===== config.mk =====
export PLATFORM = sky130hd
export DESIGN_NAME = dice_roller
export DESIGN_NICKNAME = d
export VERILOG_FILES = /design/src/rtl/yacht_pkg.sv /design/src/rtl/lfsr16.sv /design/src/rtl/dice_roller.sv
export SDC_FILE = /design/constraint.sdc
export NUM_CORES = 1
export LEC_CHECK = 0
export CORE_UTILIZATION = 52
export DETAILED_ROUTE_END_ITERATION = 6
export GPL_TIMING_DRIVEN = 0
export PLACE_DENSITY_LB_ADDON = 0.05
export SYNTH_ARGS = -nofsm -noshare
export SYNTH_HDL_FRONTEND = slang
export SYNTH_HIERARCHICAL = 1
export SYNTH_SLANG_ARGS = --single-unit

===== constraint.sdc =====
create_clock -name clk -period 3.55 [get_ports clk]
set_clock_uncertainty 0.15 [all_clocks]
set_input_delay 0.71 -clock clk [delete_from_list [all_inputs] [get_ports clk]]
set_output_delay 0.71 -clock clk [all_outputs]
set_load 0.03 [all_outputs]

===== src/rtl/yacht_pkg.sv =====
// Shared definitions for the Yacht Dice datapath: die geometry, roller states,
// LFSR taps and the byte-to-face mapping.
package yacht_pkg;

  localparam int          NUM_DICE  = 5;
  localparam int          DIE_W     = 3;
  localparam logic [15:0] LFSR_TAPS = 16'hB400;

  typedef enum logic [1:0] {
    ST_IDLE,
    ST_ANIM,
    ST_SETTLE,
    ST_DONE
  } roll_state_e;

  // Low byte modulo 6 lands in 0..5, so the 3-bit truncation of (r + 1) is exact.
  function automatic logic [DIE_W-1:0] face(input logic [15:0] x);
    logic [7:0] r;
    r = (x[7:0] % 8'd6) + 8'd1;
    return r[DIE_W-1:0];
  endfunction

endpackage


===== src/rtl/lfsr16.sv =====
// Free-running 16-bit Galois LFSR (right-shifting, taps from yacht_pkg),
// loaded with SEED on synchronous reset.
module lfsr16
  import yacht_pkg::*;
#(
  parameter logic [15:0] SEED = 16'hACE1
) (
  input  logic        clk,
  input  logic        reset,
  output logic [15:0] state
);

  logic [15:0] state_q, state_d;

  always_comb begin
    state_d = {1'b0, state_q[15:1]} ^ (state_q[0] ? LFSR_TAPS : 16'h0000);
  end

  always_ff @(posedge clk) begin
    if (reset) begin
      state_q <= SEED;
    end else begin
      state_q <= state_d;
    end
  end

  assign state = state_q;

endmodule


===== src/rtl/dice_roller.sv =====
// Five-die roll engine feeding the Yacht game FSM; a die value of 0 means "not rolled".
// Define DICE_ANIM_EN to include the display animation phase before the dice settle.
module dice_roller
  import yacht_pkg::*;
#(
  parameter int          ANIM_FRAMES = 12,
  parameter int          FRAME_DIV   = 2_500_000,
  parameter logic [15:0] LFSR_SEED   = 16'hACE1
) (
  input  logic        clk,
  input  logic        reset,
  input  logic        roll_trigger,
  input  logic        turn_start,
  input  logic [4:0]  hold_sw,
  output logic [2:0]  d1,
  output logic [2:0]  d2,
  output logic [2:0]  d3,
  output logic [2:0]  d4,
  output logic [2:0]  d5,
  output logic [14:0] disp_dice,
  output logic        rolling,
  output logic        roll_done
);

  typedef logic [NUM_DICE-1:0][DIE_W-1:0] dice_t;

  roll_state_e         state_q, state_d;
  logic [NUM_DICE-1:0] mask_q, mask_d;
  dice_t               dice_q, dice_d;
  dice_t               disp_q, disp_d;
  logic [2:0]          idx_q, idx_d;
  logic                rolling_q, rolling_d;
  logic                done_q, done_d;
  logic [15:0]         lfsr;

  lfsr16 #(.SEED(LFSR_SEED)) u_lfsr (
    .clk   (clk),
    .reset (reset),
    .state (lfsr)
  );

`ifdef DICE_ANIM_EN
  localparam int               CNT_W    = (FRAME_DIV > 1) ? $clog2(FRAME_DIV) : 1;
  localparam int               FRM_W    = (ANIM_FRAMES > 1) ? $clog2(ANIM_FRAMES) : 1;
  localparam logic [CNT_W-1:0] CNT_LAST = CNT_W'(FRAME_DIV - 1);
  localparam logic [FRM_W-1:0] FRM_LAST = FRM_W'(ANIM_FRAMES - 1);

  logic [CNT_W-1:0] frame_cnt_q, frame_cnt_d;
  logic [FRM_W-1:0] frame_idx_q, frame_idx_d;
  dice_t            anim_q, anim_d;
`else
  logic [31:0] unused_anim_cfg;
  assign unused_anim_cfg = 32'(ANIM_FRAMES) ^ 32'(FRAME_DIV);
`endif

  always_comb begin
    state_d   = state_q;
    mask_d    = mask_q;
    dice_d    = dice_q;
    idx_d     = idx_q;
    rolling_d = rolling_q;
    done_d    = 1'b0;
`ifdef DICE_ANIM_EN
    frame_cnt_d = frame_cnt_q;
    frame_idx_d = frame_idx_q;
    anim_d      = anim_q;
`endif

    case (state_q)
      ST_IDLE: begin
        if (roll_trigger) begin
          // An unrolled die is always rolled, even when its hold switch is on.
          for (int i = 0; i < NUM_DICE; i++) begin
            mask_d[i] = !hold_sw[i] || (dice_q[i] == '0);
            if (mask_d[i]) begin
              dice_d[i] = '0;
            end
          end
          idx_d     = '0;
          rolling_d = 1'b1;
`ifdef DICE_ANIM_EN
          frame_cnt_d = '0;
          frame_idx_d = '0;
          anim_d      = '0;
          state_d     = ST_ANIM;
`else
          state_d     = ST_SETTLE;
`endif
        end
      end
`ifdef DICE_ANIM_EN
      ST_ANIM: begin
        if (frame_cnt_q == CNT_LAST) begin
          frame_cnt_d = '0;
          for (int i = 0; i < NUM_DICE; i++) begin
            if (mask_q[i]) begin
              anim_d[i] = face(lfsr >> (2 * i));
            end
          end
          if (frame_idx_q == FRM_LAST) begin
            state_d = ST_SETTLE;
          end else begin
            frame_idx_d = frame_idx_q + 1'b1;
          end
        end else begin
          frame_cnt_d = frame_cnt_q + 1'b1;
        end
      end
`endif
      ST_SETTLE: begin
        for (int i = 0; i < NUM_DICE; i++) begin
          if ((idx_q == 3'(i)) && mask_q[i]) begin
            dice_d[i] = face(lfsr);
          end
        end
        if (idx_q == 3'(NUM_DICE - 1)) begin
          state_d   = ST_DONE;
          rolling_d = 1'b0;
          done_d    = 1'b1;
        end else begin
          idx_d = idx_q + 1'b1;
        end
      end
      ST_DONE: begin
        state_d = ST_IDLE;
      end
      default: begin
        state_d = ST_IDLE;
      end
    endcase

    // A new turn overrides whatever the roller was doing, including a same-cycle trigger.
    if (turn_start) begin
      state_d   = ST_IDLE;
      mask_d    = '0;
      dice_d    = '0;
      idx_d     = '0;
      rolling_d = 1'b0;
      done_d    = 1'b0;
`ifdef DICE_ANIM_EN
      anim_d    = '0;
`endif
    end

    for (int i = 0; i < NUM_DICE; i++) begin
      disp_d[i] = dice_d[i];
`ifdef DICE_ANIM_EN
      if ((state_d == ST_ANIM) && mask_d[i]) begin
        disp_d[i] = anim_d[i];
      end
`endif
    end
  end

  always_ff @(posedge clk) begin
    if (reset) begin
      state_q   <= ST_IDLE;
      mask_q    <= '0;
      dice_q    <= '0;
      disp_q    <= '0;
      idx_q     <= '0;
      rolling_q <= 1'b0;
      done_q    <= 1'b0;
`ifdef DICE_ANIM_EN
      frame_cnt_q <= '0;
      frame_idx_q <= '0;
      anim_q      <= '0;
`endif
    end else begin
      state_q   <= state_d;
      mask_q    <= mask_d;
      dice_q    <= dice_d;
      disp_q    <= disp_d;
      idx_q     <= idx_d;
      rolling_q <= rolling_d;
      done_q    <= done_d;
`ifdef DICE_ANIM_EN
      frame_cnt_q <= frame_cnt_d;
      frame_idx_q <= frame_idx_d;
      anim_q      <= anim_d;
`endif
    end
  end

  assign d1        = dice_q[0];
  assign d2        = dice_q[1];
  assign d3        = dice_q[2];
  assign d4        = dice_q[3];
  assign d5        = dice_q[4];
  assign disp_dice = disp_q;
  assign rolling   = rolling_q;
  assign roll_done = done_q;

endmodule


After elaboration in Yosys (flattened, before gate mapping). Index checks and enable logic that the tools add are counted.

Add/subtract/negate cells: 2. Divide/modulo/power cells: 1. Equal/unequal tests: 18. Multiplexer cells: 23. Bitwise gates (word level): 2. Reductions and logical operators: 34.

Operator list (count): 3-bit two-way mux (12); 15-bit case mux with 2 select lines (1); 2-bit inequality test, second input constant (13); 4-bit AND reduction (5); 3-bit zero test (6); 16-bit two-way mux (1); 15-bit by 16-bit bitwise XOR with 16-bit output (1); 15-bit two-way mux (1); 8-bit by 3-bit modulo with 8-bit output, second input constant (1); 3-bit by 1-bit adder with 3-bit output, second input constant (2); 3-bit by 2-bit equality test with 1-bit output, second input constant (2); 3-bit case mux with 2 select lines (1); 3-bit AND reduction (2); 1-bit logical AND (5); 1-bit zero test (5); 1-bit logical OR (5); 2-bit two-way mux (2); 2-bit case mux with 2 select lines (1); 2-bit AND reduction (2); 3-bit by 1-bit equality test with 1-bit output, second input constant (1); 3-bit equality test, second input constant (1); 1-bit two-way mux (3); 3-bit OR reduction (1); 2-bit equality test, second input constant (1); 5 further kinds (5).

Flip-flop bits (word level): 43.

Logic depth before layout (Yosys ltp). Gate-level depths: netlist of run 1.

Depth in word-level cells: 5. Gate-level depth with buffers: 13. Gate-level depth less buffers: 11.

By module. Netlist of run 1, hierarchy kept.

By module, submodules not included: dice_roller (instances 1, cells an instance 200, area an instance 1780.5 um^2, sequential area each 540.5 um^2); lfsr16 (instances 1, cells an instance 49, area an instance 560.5 um^2, sequential area each 320.3 um^2).

Worst setup path after synthesis of run 1. OpenSTA, ideal clock, no wires.

Path type: register to register. Start point: reg u_lfsr.state_q[5], in the netlist u_lfsr/state[5]. End point: reg disp_q, in the netlist disp_dice[2]. Data arrival time: 2.412 ns. Required time: 3.274 ns. Path slack: 0.862 ns. Stages on the path, launching flop included: 14. Path buffers: 2. Cell sequence: dfxtp_1 > buf_4 > buf_4 > nor4b_4 > mux2i_2 > a22o_1 > and3_1 > nand3_1 > o21ai_1 > ha_1 > and3_1 > a21o_1 > a221oi_2 > o21ai_1.

Longest elaborated chain between the ends: 4.

RTL lines: start: declaration (line lfsr16.sv:13) `logic [15:0] state_q, state_d;`; start signal: assignment (line lfsr16.sv:23) `state_q <= state_d;`; 8-bit by 3-bit modulo with 8-bit output (line yacht_pkg.sv:19) `r = (x[7:0] % 8'd6) + 8'd1;`; 3-bit by 1-bit adder with 3-bit output (line yacht_pkg.sv:19); 3-bit two-way mux (line dice_roller.sv:112) `if ((idx_q == 3'(i)) && mask_q[i]) begin`; 15-bit case mux with 2 select lines (line dice_roller.sv:69) `case (state_q)`; end signal: assignment (line dice_roller.sv:173) `disp_q <= disp_d;`; end: declaration (line dice_roller.sv:30) `dice_t disp_q, disp_d;`.

No other way between the ends. The select of a mux whose other input is x is not followed. A chain may end at the register's enable or synchronous reset.

Final worst setup path of run 1. Ends and elaborated chain as after synthesis.

==> results of run 1 <==
-- sequential cells by signal (all words and copies together), names as in the netlist --
| name | flops |
|---|---|
| idx_q | 3 |
| mask_q | 5 |
| state_q | 2 |
| u_lfsr/state | 16 |
| rolling | 1 |
| disp_dice | 15 |
| roll_done | 1 |
-- routing by layer --
| metal | track usage | vias up | part of all wire |
|---|---|---|---|
| met5 | 0 | - | 0 |
| met3 | 0.04934 | 7 | 0.053 |
| met4 | 0.07031 | 0 | 0.014 |
| met1 | 0.2776 | 792 | 0.50 |
| li1 | - | 927 | - |
| met2 | 0.3174 | 50 | 0.43 |
-- cell type report --
class	count	area [um2]
clock buffer	6	82.58
clock inverter	2	35.03
tap	50	62.56
buffer	33	246.5
timing repair buffer	40	400.4
fill	356	1231
inverter	7	40.04
sequential	43	860.8
multi-input combinational	161	1156
-- critical path: cells and delay by family, from the launching register on --
family                   cells  cell delay [ns]
AO/OA/AOI/OAI                5             0.93
adder cells (fa/ha/maj)      1             0.21
AND/OR/NAND/NOR              4             0.77
multiplexers                 1             0.14
buffers and inverters        2             0.30
flip-flops                   1             0.32
-- power groups by stage --
| stage | combinational [uW] | clock [uW] | sequential [uW] |
|---|---|---|---|
| after global placement | 210 | 0 | 531 |
| after detailed placement | 213 | 0 | 532 |
| after CTS | 214 | 402 | 520 |
| final | 212 | 393 | 520 |
| after floorplan | 144 | 0 | 541 |
| after global routing | 232 | 419 | 523 |
-- worst min-delay path by stage --
stage,cells after the start,start,endpoint,slack [ns]
after detailed placement,1,u_lfsr/state[8],u_lfsr/state[7],0.24
after CTS,1,u_lfsr/state[8],u_lfsr/state[7],0.27
after global routing,1,u_lfsr/state[8],u_lfsr/state[7],0.30
after global placement,1,u_lfsr/state[8],u_lfsr/state[7],0.24
after floorplan,1,u_lfsr/state[8],u_lfsr/state[7],0.23
final,1,u_lfsr/state[8],u_lfsr/state[7],0.26
-- through the flow --
stage	total power, uW	utilization
floorplan	684.8	-
global placement	741.0	0.6722
detailed placement	745.0	0.6722
CTS	1136	0.7008
global route	1175	0.7008
finish	1125	0.7008
==> results.txt, run 1 <==
- Detailed Routing Iterations Pass 1: 4
- The first global-routing pass estimated 7010 um of wire.
- Time the final worst path needs with I/O delays and setup: 2.932 ns
- Starting Density: 0.5597
- Overflow left after global routing: 0
- Port buffering added 40 buffers.
* Worst endpoint required time: 3.57 ns
- Growth of design area from synthesis to finish: 25.20%
- The count of pins over their slew limit is 0.
- Detailed Route WL: 4415 um
- Of the cells placed in the final design, the portion with a size suffix greater than 1 is 0.2158.
- Max-cap violations in this run came to 0.
- The startpoint identified for the worst register-to-register timing path is u_lfsr/state[5].
- Standard cell area after detailed placement: 2766 um2
- Leaving out fill and tap cells, the most frequent cell in the layout is dfxtp_1.
* Kind of start point of the critical path: flop
* Clock share of power: 0.349
- Arrival time of the worst setup path: 2.96 ns
- The die is 68.56 um wide.
- The top cell types in the final layout, fill and taps aside, are 43 x dfxtp_1, 40 x clkdlybuf4s50_1, 26 x nor2_1.
* Worst IR drop on VDD: 0.2851 mV
- CTS tree: built
- Reg power frac: 0.462
- The internal power of the cells totals 835.2 uW.
- DRC viols: 0
* CTS buffer count: 5
* Post-route clock period utilization: 0.8260
- The longest clock path from root to sink contains 2 buffers.
- Routability-driven placement finished with a final weighted congestion of 0.7516.
* Number of global-route vias before repair: 1538
- For this run, the top clock speed supported by timing is 0.3410 GHz.
- Beginning of the critical path: u_lfsr/state[5]
- Num Clock Sinks: 43
- Antenna diode instance count: 0
- Endpoints failing hold: 0
- The die covers 4700 um2.
* Floorplan Core Area: 4115 um2
- The worst register-to-register path has a setup slack of 0.62 ns.
- The mapped netlist covers 2303 um2.
- The tree is rooted in a clkbuf_8.
* Worst-case setup margin in the final layout: 0.6178 ns
- Cell Pwr Density: 390.1 nW/um2
- Pleak: 0.001196 uW
- Total half-perimeter wirelength after legalization and detailed placement: 3414 um
- Critical R2R Capture: disp_dice[2]
* Worst Setup Slack post-DPL: 0.4486 ns
- In this run the worst setup path terminates at disp_dice[2].
- Final standard cell area without fillers: 2884 um2
- The critical path in this run is classified as flop to flop.
- Actual transition at the worst max-transition pin: 0.6508 ns
- After routing, the total negative slack on setup checks comes to 0 ns.
* Max Fanout on Critical Path: 10
- After clock tree synthesis, the clock-pin slew on the worst setup and hold paths is 0.08 ns.
* Nets in the synthesized netlist: 259
* Non-filler cells, final: 342
* Reg2reg path depth: 13
- Detail-routed net length per standard cell: 12.91 um
- Cell count after synthesis: 244
* Net switching component of the power: 289.8 uW
- PostCTS Resize Cnt: 0
* Postcts setup bufs: 0
- Initial detailed-routing violation count: 69
* Run status: completed
- Number of routed nets with antenna violations: 0
- The largest individual stage delay along the critical path comes from the cell dfxtp_1.
- After the last flow step, the layout net total stands at 306.
- The path class of the tightest hold or removal check is flop to flop.
* Final setup violation count: 0
* Largest net degree at the start of global routing: 14
- After floorplanning, the core was divided into 23 placement rows.
- The largest single stage delay on the critical path is 0.32 ns.
* Unrepaired setup endpoints after global routing: no
- Skew-Pair Late Insertion Delay: 0.29 ns
- Fraction of power spent switching nets: 0.2576
- Top Ports: 41
- The critical path goes through buf_4, buf_4, nor4b_4, mux2i_2, a22o_1, and3_1, nand3_1, o21ai_1, ha_1, and3_1, a21o_1, a221oi_2, o21ai_1.
* GR Util All Layers: 0.2052
- WHS: 0.2615 ns
- For this block, the via count after detailed routing is 1776.
* Relative max-transition margin: 0.5645
* Number of hold buffers added after CTS: 0
- Averaged over all synthesized cells, the footprint is 9.440 um2.
- Using the TritonRoute via totals, the vias-per-cell ratio works out to 5.193.
* # placed instances: 334
- The initial antenna violation count is 0.
* Endpoint kind of the worst setup timing path: flop
- DIE HEIGHT: 68.56 um
- Yosys warns: 6
* H-tree levels: 2
- Proportion of power drawn by combinational gates: 0.188
No activity file was read; power rests on OpenSTA's default activity.
==> run 2: changes to the inputs <==
==> constraint.sdc (replaced) <==
create_clock -name clk -period 2.9 [get_ports clk]
set_clock_uncertainty 0.15 [all_clocks]
set_input_delay 0.58 -clock clk [delete_from_list [all_inputs] [get_ports clk]]
set_output_delay 0.58 -clock clk [all_outputs]
set_load 0.03 [all_outputs]
==> run 2 against run 1 <==
Non-clock buffer count increased by 1. Clock power increased by 22%. Final area is 0.61% higher. First-iteration DRC count up 32%. Combinational power up 25%. Die area did not move. Core utilization grew 0.43 points. Register-to-register slack got worse by 0.44 ns. Setup slack worse by 0.44 ns. Critical endpoint unchanged. Largest cell class unchanged. Highest routed layer unchanged.
==> results.txt, run 2 (synthesis gave the netlist of run 1 again) <==
- The clock tree from TritonCTS is built (unchanged).
- The initial cell density of the core was 0.5597 (unchanged).
- The kind of launch point of the worst setup path is a flop (unchanged).
* Leading cell types in the layout, fill and taps excluded: 42 x dfxtp_1, 40 x clkdlybuf4s50_1, 27 x buf_4 (was 43 x dfxtp_1, 40 x clkdlybuf4s50_1, 26 x nor2_1)
* Total half-perimeter wirelength after legalization and detailed placement: 3414 um (unchanged)
- Fraction of power spent switching nets: 0.2577 (was 0.2576)
- Floorplan Core Area: 4115 um2 (unchanged)
- The maximum number of pins on one net before global-route repair came to 14 (unchanged).
* Overflow left after global routing: 0 (unchanged)
- The final core utilization was 0.7051 (was 0.7008).
- The leakage power of the design was 0.001196 uW (about the same).
* H-tree levels: 2 (unchanged)
- The placement row count was 23 (unchanged).
- The classification of the worst setup path is flop to flop (unchanged).
* Detailed Route WL: 4460 um (was 4415 um)
* Die boundary width: 68.56 um (unchanged)
* Unrepaired setup endpoints after global routing: no (unchanged)
- Worst endpoint required time: 2.93 ns (was 3.57 ns)
* Max Cap Violations: 0 (unchanged)
- The highest net fanout along the worst path was 12 (was 10).
- The headroom to the max-slew limit was 0.5647 (was 0.5645).
* Register clock-pin slew on the reported worst setup and hold paths: 0.08 ns (about the same)
- The number of buffers between clock root and the deepest sink is 2 (unchanged).
- Number of global-route vias before repair: 1547 (was 1538)
- Worst path top cell family by delay: compound AO/OA/AOI/OAI gates (unchanged)
- The CTS sink count is 43 (unchanged).
- The flip-flop count of the largest register after layout came to 16 (unchanged).
* Wire length of the first global-routing pass: 7044 um (was 7010 um)
- The via total after detailed routing is 1790 (was 1776).
- Endpoint kind of the worst setup timing path: flop (unchanged)
- Antenna diode instance count: 0 (unchanged)
- The initial antenna violation count is 0 (unchanged).
- The transition at the pin with the smallest max-transition slack is 0.6506 ns (was 0.6508 ns).
- Hold path start: u_lfsr/state[8] (unchanged)
- The count of unresolved DRC violations after routing came to 0 (unchanged).
- Achievable clock frequency: 0.3668 GHz (was 0.3410 GHz)
* Reg power frac: 0.460 (was 0.462)
* Arrival time of the worst setup path: 2.75 ns (was 2.96 ns)
- The number of buffer and inverter stages on the critical path came to 1 (was 2).
* Cell Pwr Density: 476.9 nW/um2 (was 390.1 nW/um2)
- The cell type of the slowest stage on the worst timing path is dfxtp_2 (was dfxtp_1).
- Net switching component of the power: 356.6 uW (was 289.8 uW)
* Final setup violation count: 0 (unchanged)
- Min-Delay Path Class: flop to flop (unchanged)
* GR Util All Layers: 0.2063 (was 0.2052)
- Run status: completed (unchanged)
- Post-route clock period utilization: 0.9400 (was 0.8260)
- The first element of the critical path is u_lfsr/state[4] (was u_lfsr/state[5]).
* Top Ports: 41 (unchanged)
- Overall power after layout: 1384 uW (was 1125 uW)
* Final-layout setup total negative slack: 0 ns (unchanged)
- Critical-path cell list: buf_4, nor4b_4, mux2i_2, a22o_1, and3_4, nand3_1, o21ai_1, ha_2, and3_4, a21o_1, a221oi_2, o21ai_1 (was buf_4, buf_4, nor4b_4, mux2i_2, a22o_1, and3_1, nand3_1, o21ai_1, ha_1, and3_1, a21o_1, a221oi_2, o21ai_1).
- The number of vias per cell after detailed routing came to 5.219 (was 5.193).
- The worst vdd rail ir drop is 0.3492 mV (was 0.2851 mV).
- The share of cells above drive strength 1 was 0.2321 (was 0.2158).
- The DRC violation total after the first TritonRoute iteration is 91 (was 69).
- The cell chosen for the clock root was clkbuf_8 (unchanged).
- The vertical die dimension is 68.56 um (unchanged).
* Pins Over Slew Limit: 0 (unchanged)
- The worst stage delay on the critical path was 0.32 ns (about the same).
- The net count of the finished layout was 307 (was 306).
- The post-detailed-route count of antenna-violating nets is 0 (unchanged).
- The weighted congestion at the end of routability-driven global placement was 0.7516 (unchanged).
* Proportion of power drawn by combinational gates: 0.192 (was 0.188)
* Cell internal pwr: 1027 uW (was 835.2 uW)
* Skew-Pair Late Insertion Delay: 0.29 ns (about the same)
- The final-report hold violation count came to 0 (unchanged).
- The TritonCTS buffer count came to 5 (unchanged).
- Detail-routed net length per standard cell: 13.00 um (was 12.91 um)
- Detailed Routing Iterations Pass 1: 4 (unchanged)
- Port Buffers: 40 (unchanged)
- Time the final worst path needs with I/O delays and setup: 2.726 ns (was 2.932 ns)
* Growth of design area from synthesis to finish: 25.96% (was 25.20%)
- The hold buffer count at cts is 0 (unchanged).
- Most common library cell in the layout ignoring fill and taps: dfxtp_1 (unchanged)
- Full die area: 4700 um2 (unchanged)
- Clock share of power: 0.348 (was 0.349)
* Startpoint of the most critical register-to-register path: u_lfsr/state[4] (was u_lfsr/state[5])
-- run 2: changes by cell type in the layout (fill, tap and decap cells not counted), sizes merged --
cell	previous run	this run
buf	30	31
-- run 2: cell type report --
class | instances | area [um2]
multi-input combinational | 161 | 1169
inverter | 7 | 40.04
sequential | 43 | 862.1
clock buffer | 6 | 82.58
clock inverter | 2 | 35.03
timing repair buffer | 43 | 422.9
fill | 352 | 1214
tap | 50 | 62.56
buffer | 31 | 227.7
-- run 2: path summary, 6_finish.rpt --
check,depth (start not counted),endpoint,slack (ns)
setup / recovery,12,disp_dice[2],0.17
hold / removal,1,u_lfsr/state[7],0.26
setup reg to reg,12,disp_dice[2],0.17
hold reg to reg,1,u_lfsr/state[7],0.26
-- run 2: power groups by stage --
stage	sequential [uW]	combinational (uW)	clock (uW)
after floorplan	662	176	0
after detailed placement	651	261	0
after CTS	637	263	492
final	637	266	481
after global routing	641	290	513
after global placement	650	258	0
-- run 2: per-layer routing --
metal  share of wire  GRT usage  vias to the layer above
li1                -          -                      930
met1            0.50     0.2776                      809
met2            0.44     0.3211                       44
met3           0.050    0.04934                        7
met4           0.014    0.07031                        0
met5               0          0                        -
-- run 2: timing repair --
action | 4_1_cts | 5_1_grt
setup endpoints to repair | 4 | 5
resized for setup | 1 | 3
setup buffers | 1 | 2
pin swaps | 2 | 5
-- run 2: stage by stage --
stage | instances | setup slack [ns] | hold WS [ns] | area, um2
2_1_floorplan | 244 | 0.2116 | 0.2332 | 2303
3_3_place_gp | 334 | -0.05663 | 0.2370 | 2766
3_5_place_dp | 334 | -0.07137 | 0.2437 | 2766
4_1_cts | 343 | 0.02721 | 0.2689 | 2897
5_1_grt | 343 | 0.04256 | 0.2976 | 2902
6_report | 343 | 0.1740 | 0.2614 | 2902
